[src/rtl/approx_mult_pipe.sv]
// approx_mult_pipe: two-stage valid/ready truncated unsigned multiplier with a run-time truncation level and an op counter.
// Define APPROX_COMP_EN to add a saturating 2^(Keff-1) rounding compensation in the output stage.
module approx_mult_pipe #(
  parameter int WIDTH = 8,
  parameter int KW    = 4,
  parameter int MAX_K = 8,
  parameter int CNT_W = 16
) (
  input  logic                 clk,
  input  logic                 rst,
  input  logic                 in_valid,
  output logic                 in_ready,
  input  logic [WIDTH-1:0]     x,
  input  logic [WIDTH-1:0]     y,
  input  logic [KW-1:0]        trunc_k,
  output logic                 out_valid,
  input  logic                 out_ready,
  output logic [2*WIDTH-1:0]   z,
  output logic [KW-1:0]        z_k,
  output logic [CNT_W-1:0]     op_count
);
  localparam int PW = 2 * WIDTH;
  localparam int HW = WIDTH / 2;
  logic             s1_valid_q, s1_valid_d;
  logic [PW-1:0]    s1_lo_q, s1_lo_d, s1_hi_q, s1_hi_d;
  logic [KW-1:0]    s1_k_q, s1_k_d;
  logic             out_valid_q, out_valid_d;
  logic [PW-1:0]    z_q, z_d;
  logic [KW-1:0]    z_k_q, z_k_d;
  logic [CNT_W-1:0] op_count_q, op_count_d;
  logic [KW-1:0]    keff;
  logic [PW-1:0]    keep_mask, row, lo_sum, hi_sum, s2_sum;
  logic             s2_can_accept, in_fire, s2_load;
`ifdef APPROX_COMP_EN
  logic [PW-1:0]    comp;
  logic [PW:0]      sum_w;
`endif
  // Each shifted row lines bit j up with column i+j, so one mask drops every column below Keff.
  always_comb begin
    keff = (trunc_k > KW'(MAX_K)) ? KW'(MAX_K) : trunc_k;
    keep_mask = {PW{1'b1}} << keff;
    row = '0;
    lo_sum = '0;
    hi_sum = '0;
    for (int i = 0; i < WIDTH; i++) begin
      row = (({PW{x[i]}} & PW'(y)) << i) & keep_mask;
      if (i < HW) lo_sum = lo_sum + row;
      else hi_sum = hi_sum + row;
    end
  end
  always_comb begin
`ifdef APPROX_COMP_EN
    comp = (s1_k_q == '0) ? '0 : (PW'(1) << (s1_k_q - 1'b1));
    sum_w = {1'b0, s1_lo_q} + {1'b0, s1_hi_q} + {1'b0, comp};
    s2_sum = sum_w[PW] ? {PW{1'b1}} : sum_w[PW-1:0];
`else
    s2_sum = s1_lo_q + s1_hi_q;
`endif
  end
  always_comb begin
    s2_can_accept = !out_valid_q || out_ready;
    in_ready = !s1_valid_q || s2_can_accept;
    in_fire = in_valid && in_ready;
    s2_load = s1_valid_q && s2_can_accept;
    s1_valid_d = in_fire || (s1_valid_q && !s2_can_accept);
    s1_lo_d = in_fire ? lo_sum : s1_lo_q;
    s1_hi_d = in_fire ? hi_sum : s1_hi_q;
    s1_k_d = in_fire ? keff : s1_k_q;
    out_valid_d = s2_can_accept ? s1_valid_q : out_valid_q;
    z_d = s2_load ? s2_sum : z_q;
    z_k_d = s2_load ? s1_k_q : z_k_q;
    op_count_d = op_count_q + CNT_W'(out_valid_q && out_ready);
  end
  always_ff @(posedge clk or posedge rst) begin
    if (rst) begin
      s1_valid_q <= 1'b0;
      s1_lo_q <= '0;
      s1_hi_q <= '0;
      s1_k_q <= '0;
      out_valid_q <= 1'b0;
      z_q <= '0;
      z_k_q <= '0;
      op_count_q <= '0;
    end else begin
      s1_valid_q <= s1_valid_d;
      s1_lo_q <= s1_lo_d;
      s1_hi_q <= s1_hi_d;
      s1_k_q <= s1_k_d;
      out_valid_q <= out_valid_d;
      z_q <= z_d;
      z_k_q <= z_k_d;
      op_count_q <= op_count_d;
    end
  end
  assign out_valid = out_valid_q;
  assign z = z_q;
  assign z_k = z_k_q;
  assign op_count = op_count_q;
endmodule

[config.mk]
export PLATFORM = sky130hd
export DESIGN_NAME = approx_mult_pipe
export DESIGN_NICKNAME = d
export VERILOG_FILES = /design/src/rtl/approx_mult_pipe.sv
export SDC_FILE = /design/constraint.sdc
export NUM_CORES = 1
export LEC_CHECK = 0
export CAP_MARGIN = 10
export CORE_MARGIN = 8
export CORE_UTILIZATION = 45
export CTS_CLUSTER_DIAMETER = 100
export CTS_CLUSTER_SIZE = 28
export DETAILED_ROUTE_END_ITERATION = 16
export PLACE_DENSITY = 0.67
export SYNTH_ARGS = -nofsm -noshare
export SYNTH_HDL_FRONTEND = slang
export SYNTH_SLANG_ARGS = --single-unit
[constraint.sdc]
create_clock -name clk -period 3 [get_ports clk]
set_input_delay 0.6 -clock clk [delete_from_list [all_inputs] [get_ports clk]]
set_output_delay 0.6 -clock clk [all_outputs]
set_load 0.005 [all_outputs]
==> results of run 1 <==
[sequential cells by signal, indices dropped and copies added (netlist names)]
signal	flops
op_count	16
out_valid	1
s1_hi_q	12
s1_k_q	4
s1_lo_q	13
s1_valid_q	1
z	16
z_k	4
[where the power goes]
part | switching [mW] | internal (mW)
logic | 0.624 | 0.728
registers | 0.140 | 1.10
clock network | 0.341 | 0.380
[synth_stat cells (2+ instances only)]
cell type / n
nand2_1: 70
dfrtp_1: 67
inv_1: 42
ha_1: 39
and2_1: 28
o21ai_0: 28
fa_1: 27
nor2_1: 20
nand3_1: 19
and3_1: 18
xor2_1: 16
o21a_1: 12
clkbuf_1: 9
xnor2_1: 9
a21o_1: 8
a21oi_1: 8
nor3_1: 8
a211oi_1: 7
nand2b_1: 7
nand4_1: 7
o31ai_1: 7
mux2_2: 6
o21ai_1: 5
and3b_1: 4
nand3b_1: 4
o21bai_1: 4
o31a_1: 4
a31oi_1: 3
nor2b_1: 3
a211o_1: 2
and4b_1: 2
[kinds of logic (layout without fill, tap and decap cells)]
kind of cell / after synthesis / after routing / share of synthesized area (%)
and+or+nand+nor: 197 / 197 / 21.0
AOI/OAI and AO/OA: 99 / 99 / 13.7
DFF: 67 / 67 / 34.2
adders and majority gates: 66 / 66 / 21.0
buffers and inverters: 53 / 195 / 4.08
xor gates and xnor gates: 25 / 25 / 4.46
muxes: 7 / 7 / 1.58
[through the flow]
stage / util (%) / instances / setup slack [ns] / instance area [um^2] / hold slack [ns]
6_report: 63.2 / 796 / -0.412 / 6790 / 0.472
2_1_floorplan: - / 514 / -0.442 / 5060 / 0.433
3_3_place_gp: 58.1 / 764 / -1.02 / 6240 / 0.451
5_1_grt: 63.2 / 796 / -0.510 / 6790 / 0.496
4_1_cts: 61.7 / 792 / -0.393 / 6630 / 0.474
3_5_place_dp: 58.1 / 764 / -1.09 / 6240 / 0.457
[placed cells by master (no fill, tap or decap), types with 4 or more instances in the layout]
cell,netlist,routed
inv_2,0,8
o21bai_1,4,4
inv_1,42,34
a211oi_1,7,4
nand4_1,7,7
buf_4,0,59
nor3_1,8,8
nand3b_1,4,4
nand2b_1,7,7
buf_6,0,17
mux2_2,6,6
nand3_2,0,5
o21ai_1,5,12
a21o_1,8,8
xnor2_1,9,9
o21ai_0,28,19
dfrtp_1,67,67
and2_1,28,25
ha_4,0,6
a21oi_1,8,4
clkbuf_2,0,6
xor2_1,16,15
fa_1,27,24
o31a_1,4,4
ha_1,39,30
and3_1,18,14
clkbuf_8,0,9
buf_12,0,4
and3_4,0,4
nor2_1,20,17
o21a_1,12,12
nand2_1,70,70
nand3_1,19,14
clkdlybuf4s50_1,0,43
[final cells by class]
class / count / area, um^2
Clock buffer: 9 / 124
Tap cell: 140 / 175
Timing Repair Buffer: 137 / 1250
Fill cell: 949 / 3960
Sequential cell: 67 / 1680
Multi-Input combinational cell: 394 / 3340
Clock inverter: 7 / 68.8
Inverter: 42 / 158
[worst max-delay path, stage by stage]
cell and delay (ns):
buf_12 0.11, buf_6 0.10, and3b_2 0.23, fa_1 0.45
fa_1 0.52, ha_2 0.18, inv_2 0.04, fa_2 0.38
nor2b_4 0.13, o31a_1 0.25, a2111oi_4 0.08, or4_1 0.52
nand3_1 0.09
[timing repair]
action,in CTS,in global routing
resized for setup,73,47
pin swaps,47,52
setup buffers,12,7
endpoints found under the hold margin,0,0
setup endpoints to repair,17,14
[path summary, 6_finish.rpt]
check / start / to / cells after the start
worst min register to register: op_count[15] / op_count[15] / 1
worst max-delay path: trunc_k[3] / s1_hi_q[15] / 13
worst max register to register: s1_lo_q[4] / z[14] / 8
max in group asynchronous: rst / s1_k_q[0] / 3
min in group asynchronous: rst / z[12] / 3
worst min-delay path: op_count[15] / op_count[15] / 1
[routing by layer]
metal / share of wire [%] / GRT usage, % / up-vias
li1: - / - / 2052
met1: 46 / 20.7 / 1991
met2: 48 / 27.2 / 93
met3: 3.8 / 2.84 / 26
met4: 2.6 / 8.20 / 0
met5: 0 / 0 / -
==> metrics.md, run 1 <==
| Metric | Value |
|---|---|
| Final Cycle Share | 114% |
| Number of global-route vias before repair | 4160 |
| Maximum vdd ir drop | 0.000343 V |
| Cell row count | 38 |
| Remaining DRCs | 0 |
| Synth Instances | 514 |
| Fmax | 293 MHz |
| CP startpoint kind | input pin |
| Final net count | 741 |
| Port-buffer cells | 61 |
| TNS Setup | -2.83 ns |
| CTS tree | done |
| Syn nets | 604 |
| Slew Viols, Final | 0 |
| CTS sink cnt | 67 |
| Die height | 120 um |
| Clk slew on worst S/H paths | 0.07 ns |
| Routed via count | 4162 |
| Final hold violations | 0 |
| # diodes | 0 |
| Leading area contributor after synthesis | dfrtp_1 |
| Critical path data required time | 3.29 ns |
| RSZ-0062 raised after global routing | yes |
| Post-DRT Antenna Nets | 0 |
| Critical Path Fanout Max | 5 |
| Setup violators final | 13 |
| Crit path kind | in2reg |
| Pin count of the biggest net entering global routing | 68 |
| Avg WL per Cell | 15.0 um |
| Drt pass-1 iters | 5 |
| Share of post-route cells with drive strength above 1 | 26.2% |
| LEAKAGE | 3.27 nW |
| Arrival time at the worst endpoint | 3.70 ns |
| Max-capacitance violation count | 0 |
| CTS Buf Count | 9 |
| Max Clock Skew | 0.0128 ns |
| PnR worst setup slack | -0.412 ns |
| Initial core utilization | 45.7% |
| First-pass GRT wire length | 19600 um |
| Root buf cell | clkbuf_8 |
| Mapped Avg Cell Area | 9.54 um^2 |
| Min Tclk post-route | 3.41 ns |
| Tot Pwr | 3.31 mW |
| H-tree depth | 3 |
| Synth Warn # | 0 |
| Core area | 0.0107 mm^2 |
| Netlist Area Pre-Place | 0.00491 mm^2 |
| Worst slew pin tran | 0.598 ns |
| Slew headroom | 60.1% |
| Failing checks | setup timing |
| 1st-iter DRT viols | 135 |
| EDFF count, synth | 0 |
| Async set-reset flop share out of synthesis | 100% |
| Sequential area share after synthesis | 34.2% |
| Io pins | 62 |
| Reg2reg setup slack | 1.03 ns |
| HP Class | reg2reg |
| Total track usage | 16.5% |
| Share of the synthesized area in the top cell type | 34.2% |
| Yosys reg bits | 67 |
| Via/cell ratio | 5.23 |
| Ys flop type | dfrtp_1 |
| GPL Wtd Cong | 0.904 |
| Longest Clk Path Bufs | 2 |
| PwrDens | 488 mW/mm^2 |
| Area growth syn-to-layout | 38.4% |
| Crit. End Element | register |
| Status | finished with violations |
| Unique cell type count in the Yosys netlist | 52 |
| Routed Wire Length | 12000 um |
| Antenna violations before repair | 0 |
| Hold Buf Count CTS | 0 |
| Die Wd | 120 um |
| Worst skew pair latency | 0.35 ns |
| GR Overflow Total | 0 |
| Synth area leaders | dfrtp_1 34%, fa_1 11%, ha_1 9.9%, nand2_1 5.4%, and2_1 3.6% |
| Dpl hpwl | 9240 um |
| Die area | 0.0145 mm^2 |
Note: power is estimated with default switching activity, not from simulation.
==> inputs of run 2 (changes only) <==
--- a/config.mk
+++ b/config.mk
@@ -7,11 +7,12 @@
 export LEC_CHECK = 0
 export CAP_MARGIN = 10
 export CORE_MARGIN = 8
-export CORE_UTILIZATION = 45
+export CORE_UTILIZATION = 57
 export CTS_CLUSTER_DIAMETER = 100
 export CTS_CLUSTER_SIZE = 28
 export DETAILED_ROUTE_END_ITERATION = 16
-export PLACE_DENSITY = 0.67
+export PLACE_DENSITY = 0.82
+export SLEW_MARGIN = 20
 export SYNTH_ARGS = -nofsm -noshare
 export SYNTH_HDL_FRONTEND = slang
 export SYNTH_SLANG_ARGS = --single-unit
==> metrics.md, run 2 (synthesis results as in run 1) <==
| Metric | Value |
|---|---|
| Antenna violations before repair | 0 |
| Arrival time at the worst endpoint | 3.62 ns |
| First-pass GRT wire length | 21700 um |
| # diodes | 0 |
| RSZ-0062 raised after global routing | yes |
| Longest Clk Path Bufs | 2 |
| Remaining DRCs | 0 |
| P_sw | 1.17 mW |
| Die area | 0.0118 mm^2 |
| Final net count | 742 |
| Seq pwr share | 35.8% |
| GPL Wtd Cong | 0.921 |
| Total track usage | 23.0% |
| PnR worst setup slack | -0.359 ns |
| LEAKAGE | 3.24 nW |
| Clock power share | 23.8% |
| Placed cell areas | 0.00622 mm^2 |
| CP startpoint kind | input pin |
| Setup violators final | 10 |
| Area growth syn-to-layout | 36.4% |
| 1st-iter DRT viols | 255 |
| CP max stage delay | 0.45 ns |
| CTS sink cnt | 67 |
| Core area | 0.00855 mm^2 |
| R2R Path Start | s1_hi_q[4] |
| Logic pwr share | 40.3% |
| Max-capacitance violation count | 0 |
| Reg2Reg Depth | 8 |
| Number of global-route vias before repair | 4537 |
| Root buf cell | clkbuf_8 |
| Dpl hpwl | 9770 um |
| Switch share | 33.7% |
| Crit path kind | in2reg |
| Crit. End Element | register |
| Slew Viols, Final | 0 |
| Fmax | 298 MHz |
| Slew headroom | 55.1% |
| Critical path data required time | 3.26 ns |
| Io pins | 62 |
| Worst-path cell chain | buf_8 > buf_8 > a31oi_4 > nand3_2 > fa_2 > inv_2 > fa_1 > ha_4 > inv_2 > fa_2 > nor2b_4 > o31a_1 > o21a_1 > o21a_1 > o31ai_1 |
| Pin count of the biggest net entering global routing | 45 |
| Final hold violations | 0 |
| Share of post-route cells with drive strength above 1 | 25.9% |
| GR Overflow Total | 0 |
| Clk slew on worst S/H paths | 0.07 ns |
| PwrDens | 518 mW/mm^2 |
| Worst slew pin tran | 0.672 ns |
| Hold Path Depth | 2 |
| Routed via count | 4372 |
| Critical Path Fanout Max | 8 |
| Avg WL per Cell | 17.4 um |
| Slowest CP cell | fa_1 |
| Maximum vdd ir drop | 0.000294 V |
| Worst skew pair latency | 0.35 ns |
| Routed Wire Length | 13300 um |
| Post-DRT Antenna Nets | 0 |
| Die height | 109 um |
| Cell row count | 34 |
| WP buf/inv | 4 |
| CTS tree | done |
| Failing checks | setup timing |
| Crit path max-delay family | adder cells |
| CP Depth | 15 |
| Max Clock Skew | 0.00899 ns |
| Commonest cells after routing, fill and taps aside | 69 x nand2_1, 69 x buf_4, 67 x dfrtp_1 |
| Via/cell ratio | 5.72 |
| Drt pass-1 iters | 5 |
| Initial core utilization | 57.4% |
| Min Tclk post-route | 3.36 ns |
| Hold slack final | 0.473 ns |
| Worst Hold Launch | s1_lo_q[0] |
| CTS Buf Count | 9 |
| H-tree depth | 3 |
| Crit. Startpoint | trunc_k[3] |
| HP Class | reg2reg |
| Status | finished with violations |
| Die Wd | 109 um |
| Port-buffer cells | 61 |
| Fin area | 0.00669 mm^2 |
| Internal power | 2.30 mW |
| Final Cycle Share | 112% |
run 2: what timing repair did:
item / 4_1_cts / 5_1_grt
cloned: 0 / 0
setup buffers: 11 / 2
pin swaps: 51 / 39
resized for setup: 79 / 25
hold buffers: 0 / 0
endpoints found under the setup margin: 17 / 14
run 2: power by group through the flow:
stage          logic, mW  registers [mW]  clock network (mW)
6_report            1.40            1.24               0.827
5_1_grt             1.53            1.27               0.882
4_1_cts             1.34            1.24               0.834
3_5_place_dp        1.28            1.26                   0
3_3_place_gp        1.23            1.25                   0
2_1_floorplan      0.703            1.24                   0
run 2: worst paths after layout:
check | endpoint | slack (ns)
max in group asynchronous | s1_lo_q[3] | 1.72
worst max register to register | z[14] | 0.97
worst min register to register | z[0] | 0.47
min in group asynchronous | op_count[2] | 0.67
worst max-delay path | s1_hi_q[13] | -0.36
worst min-delay path | z[0] | 0.47
run 2: routing by layer:
metal | wire, um | vias up | track usage (%)
met5 | 0 | - | 0
met2 | 6870 | 148 | 40.3
met3 | 501 | 31 | 3.37
met4 | 354 | 0 | 9.68
met1 | 5620 | 2143 | 27.7
li1 | - | 2050 | -
run 2: final cells by class:
type / count / area, um^2
multi-input combinational: 394 / 3310
fill: 549 / 1860
tap: 108 / 135
clock buffer: 10 / 128
inverter: 42 / 158
sequential: 67 / 1680
clock inverter: 6 / 90.1
timing repair buffer: 138 / 1200
run 2: worst reg2reg max path: cells and delay by family (launching register included):
kind                       cells  cell delay [ns]
muxes                          1             0.27
and+or+nand+nor                2             0.14
DFF                            1             0.40
AOI/OAI and AO/OA              2             0.60
buffers and inverters          1             0.09
adders and majority gates      2             0.44
run 2: metrics by stage:
stage	std cells	setup TNS, ns	total power, mW	utilization, %	setup slack (ns)
floorplan	514	-2.92	1.94	-	-0.442
global placement	736	-13.54	2.48	72.8	-0.996
detailed placement	736	-15.07	2.54	72.8	-1.12
CTS	763	-2.11	3.42	77.6	-0.332
global route	765	-3.36	3.68	78.3	-0.407
finish	765	-2.33	3.47	78.3	-0.359
==> inputs of run 3 (changes only) <==
--- a/config.mk
+++ b/config.mk
@@ -5,13 +5,14 @@
 export SDC_FILE = /design/constraint.sdc
 export NUM_CORES = 1
 export LEC_CHECK = 0
+export ABC_AREA = 1
 export CAP_MARGIN = 10
 export CORE_MARGIN = 8
 export CORE_UTILIZATION = 57
 export CTS_CLUSTER_DIAMETER = 100
 export CTS_CLUSTER_SIZE = 28
 export DETAILED_ROUTE_END_ITERATION = 16
-export PLACE_DENSITY = 0.82
+export PLACE_DENSITY = 0.81
 export SLEW_MARGIN = 20
 export SYNTH_ARGS = -nofsm -noshare
 export SYNTH_HDL_FRONTEND = slang
==> metrics.md, run 3 <==
| Metric | Value |
|---|---|
| Status | finished with violations |
| Failing checks | setup timing |
| Port-buffer cells | 61 |
| Met2 wire length | 7600 um |
| Worst skew pair latency | 0.35 ns |
| RSZ-0062 raised after global routing | yes |
| Io pins | 62 |
| Drt pass-1 iters | 5 |
| Synth Instances | 687 |
| Antenna violations before repair | 0 |
| Die area | 0.0124 mm^2 |
| Critical path data required time | 3.23 ns |
| Share of the synthesized area in the top cell type | 32.2% |
| 1st-iter DRT viols | 396 |
| Most frequent cell after synthesis | nand2_1 |
| Number of global-route vias before repair | 5055 |
| Root buf cell | clkbuf_8 |
| Synth top cells by count | 207 x nand2_1, 135 x inv_1, 67 x dfrtp_1, 50 x nand3_1, 39 x ha_1 |
| Slew Viols, Final | 0 |
| Routed via count | 5039 |
| Yosys reg bits | 67 |
| Total track usage | 21.7% |
| Die Wd | 112 um |
| # diodes | 0 |
| Remaining DRCs | 0 |
| Die height | 112 um |
| Sequential area share after synthesis | 32.2% |
| Max-capacitance violation count | 0 |
| Min Tclk post-route | 3.03 ns |
| Mapped Avg Cell Area | 7.57 um^2 |
| Commonest cells after routing, fill and taps aside | 193 x nand2_1, 110 x inv_1, 77 x buf_4 |
| Post-DRT Antenna Nets | 0 |
| Share of post-route cells with drive strength above 1 | 26.9% |
| Maximum vdd ir drop | 0.000335 V |
| Crit path kind | in2reg |
| Commonest non-fill, non-tap cell in the layout | nand2_1 |
| Via/cell ratio | 5.35 |
| Clk slew on worst S/H paths | 0.08 ns |
| CP max stage delay | 0.55 ns |
| Area growth syn-to-layout | 36.8% |
| LEAKAGE | 3.83 nW |
| Met3 Wirelength | 632 um |
| Longest Clk Path Bufs | 2 |
| Initial core utilization | 57.4% |
| Synth area leaders | dfrtp_1 32%, nand2_1 15%, fa_1 10%, inv_1 9.7%, ha_1 9.4% |
| Synth Warn # | 0 |
| H-tree depth | 3 |
| Pin count of the biggest net entering global routing | 34 |
| CTS sink cnt | 67 |
| Avg WL per Cell | 15.4 um |
| Arrival time at the worst endpoint | 3.26 ns |
| PwrDens | 496 mW/mm^2 |
| PnR worst setup slack | -0.0331 ns |
| Final Cycle Share | 101% |
| Setup violators final | 1 |
| Max layer used | met4 |
| HP Class | reg2reg |
| Async set-reset flop share out of synthesis | 100% |
| Leading area contributor after synthesis | dfrtp_1 |
| # fillers | 607 |
| Max Clock Skew | 0.0135 ns |
| GR Overflow Total | 0 |
| Tot Pwr | 3.53 mW |
| Core area | 0.00906 mm^2 |
| Fmax | 330 MHz |
| Ys flop type | dfrtp_1 |
| Crit. End Element | register |
| Slew headroom | 71.7% |
| DP Worst Slack | -0.857 ns |
| CTS tree | done |
| Worst-path cell chain | buf_8 > inv_8 > nand2_8 > inv_8 > nand3_4 > fa_1 > inv_2 > fa_1 > ha_2 > inv_2 > fa_2 > inv_2 > nand3_2 > nand2_4 > nand2_1 > nand3_2 > nand2_1 > nand2_1 > o21ai_1 |
| Worst slew pin tran | 0.423 ns |
| Critical Path Fanout Max | 4 |
| Routed Wire Length | 14500 um |
| DRT met1 WL | 5800 um |
| CTS Buf Count | 9 |
| Cells after DPL | 908 |
| Slowest CP cell | fa_1 |
| GPL Wtd Cong | 0.937 |
| First-pass GRT wire length | 22500 um |
| EDFF count, synth | 0 |
| Dpl hpwl | 9980 um |
| Netlist Area Pre-Place | 0.00520 mm^2 |
| Syn nets | 777 |
| Final hold violations | 0 |
| Final net count | 915 |
| Cell row count | 35 |
| Fin area | 0.00711 mm^2 |
| Finished Layout Cells | 941 |
| CP startpoint kind | input pin |
| Hold slack final | 0.478 ns |
| Placed cell areas | 0.00645 mm^2 |
| Unique cell type count in the Yosys netlist | 32 |
[run 3: cell types whose count changed after synthesis, moves of 8 or more]
cell	change
and2_1	-28
and3_1	-18
buf_2	+8
inv_1	+93
nand2_1	+137
nand3_1	+31
nor2_1	+8
nor3_1	+12
o21a_1	-12
[run 3: final cells by class]
class | count | area [um^2] | area share (%)
Sequential cell | 67 | 1680 | 23.6
Inverter | 137 | 549 | 7.72
Clock inverter | 7 | 58.8 | 0.827
Timing Repair Buffer | 142 | 1190 | 16.8
Tap cell | 111 | 139 | 1.95
Clock buffer | 9 | 124 | 1.74
Multi-Input combinational cell | 468 | 3370 | 47.4
[run 3: worst max-delay path, delay by kind of cell]
family,cells,cell delay (ns)
buffers and inverters,6,0.39
AOI/OAI and AO/OA,1,0.07
and+or+nand+nor,8,0.59
adders and majority gates,4,1.62
[run 3: metal layers]
metal  track usage (%)  vias up
met2              39.2      169
met4              9.75        0
met5                 0        -
met3              3.73       43
li1                  -     2399
met1              24.5     2428
[run 3: logic make-up (layout without fill, tap and decap cells)]
kind of cell	after synthesis	count (layout)	synth area share [%]
simple gates	333	333	28.2
flops	67	67	32.2
buf+inv	152	295	11.3
fa+ha+maj	66	66	19.8
compound gates	47	47	4.79
xor+xnor	22	22	3.71
[run 3: final timing paths]
check	startpoint	end	slack, ns	depth (start not counted)
setup / recovery	trunc_k[2]	s1_lo_q[9]	-0.03	19
hold / removal	z[15]	z[15]	0.48	2
setup reg to reg	s1_hi_q[4]	z[10]	1.19	11
hold reg to reg	z[15]	z[15]	0.48	2
max in group asynchronous	rst	s1_lo_q[8]	1.71	3
min in group asynchronous	rst	z[10]	0.56	2
[run 3: power breakdown]
group / switching (mW) / internal, mW
combinational: 0.808 / 0.751
clock: 0.394 / 0.312
sequential: 0.155 / 1.11
total: 1.36 / 2.17
[run 3: stage by stage]
stage / util [%] / TNS, ns
after floorplan: - / -0.959
after global placement: 71.2 / -10.65
after detailed placement: 71.2 / -12.05
after CTS: 75.6 / -0.131
after global routing: 78.5 / -0.803
final: 78.5 / -0.0331
[run 3: repair_timing]
action | CTS | global route
hold buffers | 0 | 0
pin swaps | 28 | 41
gates resized for setup | 77 | 88
setup endpoints to repair | 17 | 13
setup buffers | 9 | 9
